--- src/rtl/lane_scanner_pkg.sv ---
// Shared types and helpers for lane_scanner: FSM state encoding, mode constants
// and the lane-index width function.
package lane_scanner_pkg;

    typedef enum logic [1:0] {
        ST_IDLE   = 2'd0,
        ST_MANUAL = 2'd1,
        ST_AUTO   = 2'd2
    } state_t;

    localparam logic MODE_MANUAL = 1'b0;
    localparam logic MODE_AUTO   = 1'b1;

    // Index width is max(1, clog2(lanes)) so a 2-lane scanner still gets one bit.
    function automatic int idx_width(input int lanes);
        return (lanes > 2) ? $clog2(lanes) : 1;
    endfunction

endpackage

--- src/rtl/lane_scanner_dwell_counter.sv ---
// Dwell timer: counts enabled cycles since the last clear and pulses tick on the
// DWELL-th one, clearing itself on that same edge.
module dwell_counter #(
    parameter int DWELL = 50000,
    localparam int CW = $clog2(DWELL + 1)
) (
    input  logic clk,
    input  logic rst,
    input  logic clr,
    input  logic en,
    output logic tick
);

    logic [CW-1:0] r_count;

    assign tick = en && !clr && (r_count == CW'(DWELL - 1));

    always_ff @(posedge clk or posedge rst) begin
        if (rst) begin
            r_count <= '0;
        end else if (clr) begin
            r_count <= '0;
        end else if (en) begin
            r_count <= tick ? '0 : r_count + CW'(1);
        end
    end

endmodule

--- src/rtl/lane_scanner.sv ---
// Registered lane selector: presents one WIDTH-bit field of a packed bus, chosen
// manually by sel or by an automatic dwell-timed scan.
// Optional feature macro: LANE_SCANNER_SNAPSHOT_EN (coherent per-sweep sample in auto mode).
module lane_scanner
    import lane_scanner_pkg::*;
#(
    parameter int LANES = 4,
    parameter int WIDTH = 10,
    parameter int DWELL = 50000,
    localparam int IW = idx_width(LANES)
) (
    input  logic                   clk,
    input  logic                   rst,
    input  logic [LANES*WIDTH-1:0] data_in,
    input  logic                   mode,
    input  logic [IW-1:0]          sel,
    output logic [WIDTH-1:0]       lane_out,
    output logic [IW-1:0]          lane_idx,
    output logic                   lane_valid,
    output logic                   sweep_done
);

    localparam logic [IW-1:0] TOP_IDX = IW'(LANES - 1);

    state_t r_state;
    state_t w_state_next;

    logic [WIDTH-1:0] r_lane_out;
    logic [IW-1:0]    r_lane_idx;
    logic             r_lane_valid;
    logic             r_sweep_done;

    logic             w_cnt_en;
    logic             w_tick;
    logic [IW-1:0]    w_idx_next;
    logic             w_sweep_next;
    logic             w_capture;
    logic [LANES*WIDTH-1:0] w_src;
    logic [WIDTH-1:0] w_fields [LANES];

    always_comb begin
        w_state_next = r_state;
        case (r_state)
            ST_IDLE:   w_state_next = (mode == MODE_AUTO) ? ST_AUTO : ST_MANUAL;
            ST_MANUAL: if (mode == MODE_AUTO)   w_state_next = ST_AUTO;
            ST_AUTO:   if (mode == MODE_MANUAL) w_state_next = ST_MANUAL;
            default:   w_state_next = ST_IDLE;
        endcase
    end

    // The counter only runs while staying in AUTO; entry and exit both clear it.
    assign w_cnt_en = (r_state == ST_AUTO) && (w_state_next == ST_AUTO);

    dwell_counter #(
        .DWELL (DWELL)
    ) u_dwell (
        .clk  (clk),
        .rst  (rst),
        .clr  (!w_cnt_en),
        .en   (w_cnt_en),
        .tick (w_tick)
    );

    always_comb begin
        w_idx_next   = r_lane_idx;
        w_sweep_next = 1'b0;
        w_capture    = 1'b0;
        case (w_state_next)
            ST_MANUAL: begin
                w_idx_next = (sel > TOP_IDX) ? TOP_IDX : sel;
            end
            ST_AUTO: begin
                if (!w_cnt_en) begin
                    w_idx_next = '0;
                    w_capture  = 1'b1;
                end else if (w_tick) begin
                    if (r_lane_idx == TOP_IDX) begin
                        w_idx_next   = '0;
                        w_sweep_next = 1'b1;
                        w_capture    = 1'b1;
                    end else begin
                        w_idx_next = r_lane_idx + IW'(1);
                    end
                end
            end
            default: ;
        endcase
    end

`ifdef LANE_SCANNER_SNAPSHOT_EN
    logic [LANES*WIDTH-1:0] r_snap;

    always_ff @(posedge clk or posedge rst) begin
        if (rst) begin
            r_snap <= '0;
        end else if (w_capture) begin
            r_snap <= data_in;
        end
    end

    // On a capture edge the fresh sample is data_in itself, so read it directly.
    assign w_src = (w_state_next == ST_AUTO && !w_capture) ? r_snap : data_in;
`else
    assign w_src = data_in;
`endif

    generate
        for (genvar gi = 0; gi < LANES; gi++) begin : g_field
            assign w_fields[gi] = w_src[gi*WIDTH +: WIDTH];
        end
    endgenerate

    always_ff @(posedge clk or posedge rst) begin
        if (rst) begin
            r_state      <= ST_IDLE;
            r_lane_out   <= '0;
            r_lane_idx   <= '0;
            r_lane_valid <= 1'b0;
            r_sweep_done <= 1'b0;
        end else begin
            r_state      <= w_state_next;
            r_lane_out   <= w_fields[w_idx_next];
            r_lane_idx   <= w_idx_next;
            // Keyed on the current state so the IDLE cycle after reset reads invalid.
            r_lane_valid <= (r_state != ST_IDLE);
            r_sweep_done <= w_sweep_next;
        end
    end

    assign lane_out   = r_lane_out;
    assign lane_idx   = r_lane_idx;
    assign lane_valid = r_lane_valid;
    assign sweep_done = r_sweep_done;

endmodule

--- config.mk ---
export PLATFORM = sky130hd
export DESIGN_NAME = lane_scanner
export DESIGN_NICKNAME = d
export VERILOG_FILES = /design/src/rtl/lane_scanner_pkg.sv /design/src/rtl/lane_scanner_dwell_counter.sv /design/src/rtl/lane_scanner.sv
export SDC_FILE = /design/constraint.sdc
export NUM_CORES = 1
export LEC_CHECK = 0
export CAP_MARGIN = 20
export CORE_MARGIN = 8
export CORE_UTILIZATION = 35
export DETAILED_ROUTE_END_ITERATION = 8
export DONT_BUFFER_PORTS = 1
export PLACE_DENSITY = 0.54
export SLEW_MARGIN = 0
export SYNTH_ARGS = -nofsm -noshare
export SYNTH_HDL_FRONTEND = slang
export SYNTH_SLANG_ARGS = --single-unit
export TNS_END_PERCENT = 50
--- constraint.sdc ---
create_clock -name clk -period 5.8 [get_ports clk]
set_input_delay 0.87 -clock clk [delete_from_list [all_inputs] [get_ports clk]]
set_output_delay 0.87 -clock clk [all_outputs]
set_load 0.05 [all_outputs]
==> flow_summary.json <==
{
  "synth_top_area_share_pct": 48.3,
  "worst_slack_ns": 3.25,
  "cts_resized": 0,
  "crit_fanout": 21,
  "routabilityCongestion": 0.801,
  "arrival_ns": 2.70,
  "final_core_util_pct": 39.1,
  "yosysUniqueCellTypes": 30,
  "synth_area_mm2": 0.00166,
  "grt_max_degree": 33,
  "dpl.hpwl_mm": 2.65,
  "fin_crit_ns": 2.55,
  "cts-buffers-inserted": 5,
  "syn-num-nets": 199,
  "drt_iter0_drc": 40,
  "powerDensity_mw_per_mm2": 290,
  "antenna_found_initial": 0,
  "crit_required_ns": 5.95,
  "drt_drc_violations_left": 0,
  "cts_buffer_depth": 2,
  "switching_power_mw": 0.166,
  "slew_headroom_pct": 63.9,
  "antennaDiodeCount": 0,
  "finalSetupViolations": 0,
  "slew_violations": 0,
  "die_area_mm2": 0.00719,
  "htree_levels": 2,
  "syn_to_final_growth_pct": 9.14,
  "cts.sinks": 32,
  "portBuffers": 0,
  "swShare_pct": 31.8,
  "initial_core_util_pct": 35.8,
  "worst_pin_slew_ns": 0.542,
  "hold_buffers": 0,
  "routed-via-count": 1106,
  "comb_power_share_pct": 10.3,
  "pwr-share-clk_pct": 32.9,
  "avgSynthCellArea_um2": 11.0,
  "hold_viol_final": 0,
  "dieHeight_um": 84.8,
  "final.period_utilization_pct": 44.0,
  "synth_area_leaders": "dfrtp_1 48%, mux2i_1 18%, nor2_1 3.2%",
  "clock_latency_ns": 0.28,
  "core_mm2": 0.00463,
  "synth_area_leader_cell": "dfrtp_1",
  "clkTransAtPathRegs_ns": 0.06,
  "grt_usage_pct": 9.75,
  "via_per_inst": 5.24,
  "hold_path.class": "flip-flop to flip-flop",
  "yosys_warnings": 0,
  "p_int_mw": 0.357,
  "pwr-share-seq_pct": 56.8,
  "tritoncts": "done",
  "rsz0062_at_grt": "false",
  "layout-drive-gt1-share_pct": 11.5,
  "ir_worst_vdd_mv": 0.218,
  "grt_pass1_vias": 1266,
  "critPathKind": "input pin to flip-flop",
  "dp.cells": 203,
  "tns_ns": 0,
  "max_freq_ghz": 0.392,
  "seq_area_frac_synth_pct": 48.3,
  "ioPinCount": 59,
  "drt_wl_total_mm": 3.39,
  "skew_ns": 0.00319,
  "drv_cap": 0,
  "fin_cells": 211,
  "fin_nets": 205,
  "std_cell_rows": 25,
  "wl_per_cell_um": 16.0,
  "overflow": 0,
  "ant_nets": 0,
  "die_w_um": 84.8,
  "firstDrtPassIters": 4,
  "status": "finished, final reports clean",
  "dp_slack_ns": 2.98,
  "cts_setup_buffers": 0,
  "worstSetupEndpointType": "flip-flop",
  "p_leak_nw": 0.733,
  "critPathLaunchType": "input pin",
  "cts_root_buffer": "clkbuf_8",
  "grt_pass1_wl_mm": 5.57,
  "synth-seq-cells": 32,
  "syn_inst": 150
}
[logic make-up (layout without fill, tap and decap cells)]
logic type / after synthesis / after routing / share of synthesized area (%)
AND/OR/NAND/NOR: 48 / 48 / 16.2
multiplexers: 30 / 30 / 18.1
adder cells (fa/ha/maj): 4 / 4 / 3.02
flip-flops: 32 / 32 / 48.3
XOR/XNOR: 10 / 10 / 5.29
AO/OA/AOI/OAI: 14 / 14 / 5.29
buffers and inverters: 12 / 19 / 3.70
[worst max-delay path, stage by stage]
cell	delay [ns]
nand2_1	0.06
inv_1	0.09
ha_1	0.15
nand2_1	0.06
or2_2	0.28
o41a_1	0.39
o22ai_2	0.12
buf_4	0.32
mux2i_1	0.24
mux2i_1	0.11
[final cells by class]
type                            count  area (um2)
Multi-Input combinational cell    106         795
Sequential cell                    32         801
Fill cell                         462        2820
Clock inverter                      2        10.0
Clock buffer                        6        82.6
Timing Repair Buffer                3        22.5
Tap cell                           54        67.6
Inverter                            8        30.0
[sequential cells by signal (all words and copies together) (netlist names)]
signal,count
r_state,2
sweep_done,1
lane_idx,2
lane_out,10
lane_valid,1
u_dwell.r_count,16
[cells in the final DEF (no fill, tap or decap), types with 4 or more instances in the layout]
| cell type | Yosys | routed |
|---|---|---|
| dfrtp_1 | 32 | 32 |
| mux2i_1 | 30 | 30 |
| nor2_1 | 14 | 14 |
| inv_1 | 8 | 8 |
| nand2_1 | 7 | 7 |
| a21oi_1 | 6 | 6 |
| nand3_1 | 6 | 6 |
| xnor2_1 | 6 | 6 |
| clkbuf_8 | 0 | 6 |
| o21ai_0 | 4 | 4 |
| or3_1 | 4 | 4 |
| xor2_1 | 4 | 4 |
| ha_1 | 4 | 4 |
[worst paths after layout]
kind,startpoint,endpoint,slack (ns),cells after the start
worst min-delay path,r_state[1],lane_valid,0.53,1
worst min register to register,r_state[1],lane_valid,0.53,1
worst max-delay path,mode,lane_out[7],3.25,10
worst max register to register,r_state[0],lane_out[7],3.33,11
min in group asynchronous,rst,u_dwell.r_count[11],0.56,2
max in group asynchronous,rst,u_dwell.r_count[0],4.95,2
[routing by layer]
| metal | vias to the layer above | share of wire [%] | GRT usage [%] |
|---|---|---|---|
| met3 | 6 | 8.8 | 5.56 |
| met2 | 50 | 49 | 16.2 |
| li1 | 534 | - | - |
| met4 | 0 | 1.8 | 4.37 |
| met5 | - | 0 | 0 |
| met1 | 516 | 41 | 9.71 |
[stage by stage]
step	total power, mW	area [um2]	hold WS, ns
2_1_floorplan	0.347	1660	0.484
3_3_place_gp	0.355	1720	0.505
3_5_place_dp	0.358	1720	0.518
4_1_cts	0.533	1810	0.533
5_1_grt	0.554	1810	0.547
6_report	0.524	1810	0.534
[power groups by stage]
stage / clock network [mW] / logic, mW / registers, mW
2_1_floorplan: 0 / 0.0486 / 0.298
3_3_place_gp: 0 / 0.0521 / 0.303
3_5_place_dp: 0 / 0.0556 / 0.302
4_1_cts: 0.180 / 0.0552 / 0.298
5_1_grt: 0.194 / 0.0606 / 0.300
6_report: 0.172 / 0.0539 / 0.297
[synthesized netlist by cell type]
library cell / n
o22ai_1: 1
nor3_1: 2
and4_1: 1
nor4b_2: 1
and2_1: 2
and4bb_1: 1
ha_1: 4
nor2_1: 14
inv_1: 8
nand4_2: 1
and3_2: 1
o41a_1: 1
xor2_1: 4
buf_2: 1
o21ai_0: 4
o22ai_2: 1
mux2i_1: 30
or3_1: 4
nand3_1: 6
buf_6: 2
a21oi_1: 6
and3_1: 3
a22oi_1: 1
clkbuf_1: 1
and4bb_2: 1
or2_2: 2
dfrtp_1: 32
xnor2_1: 6
nand4_1: 2
nand2_1: 7
Note: power is estimated with default switching activity, not from simulation.
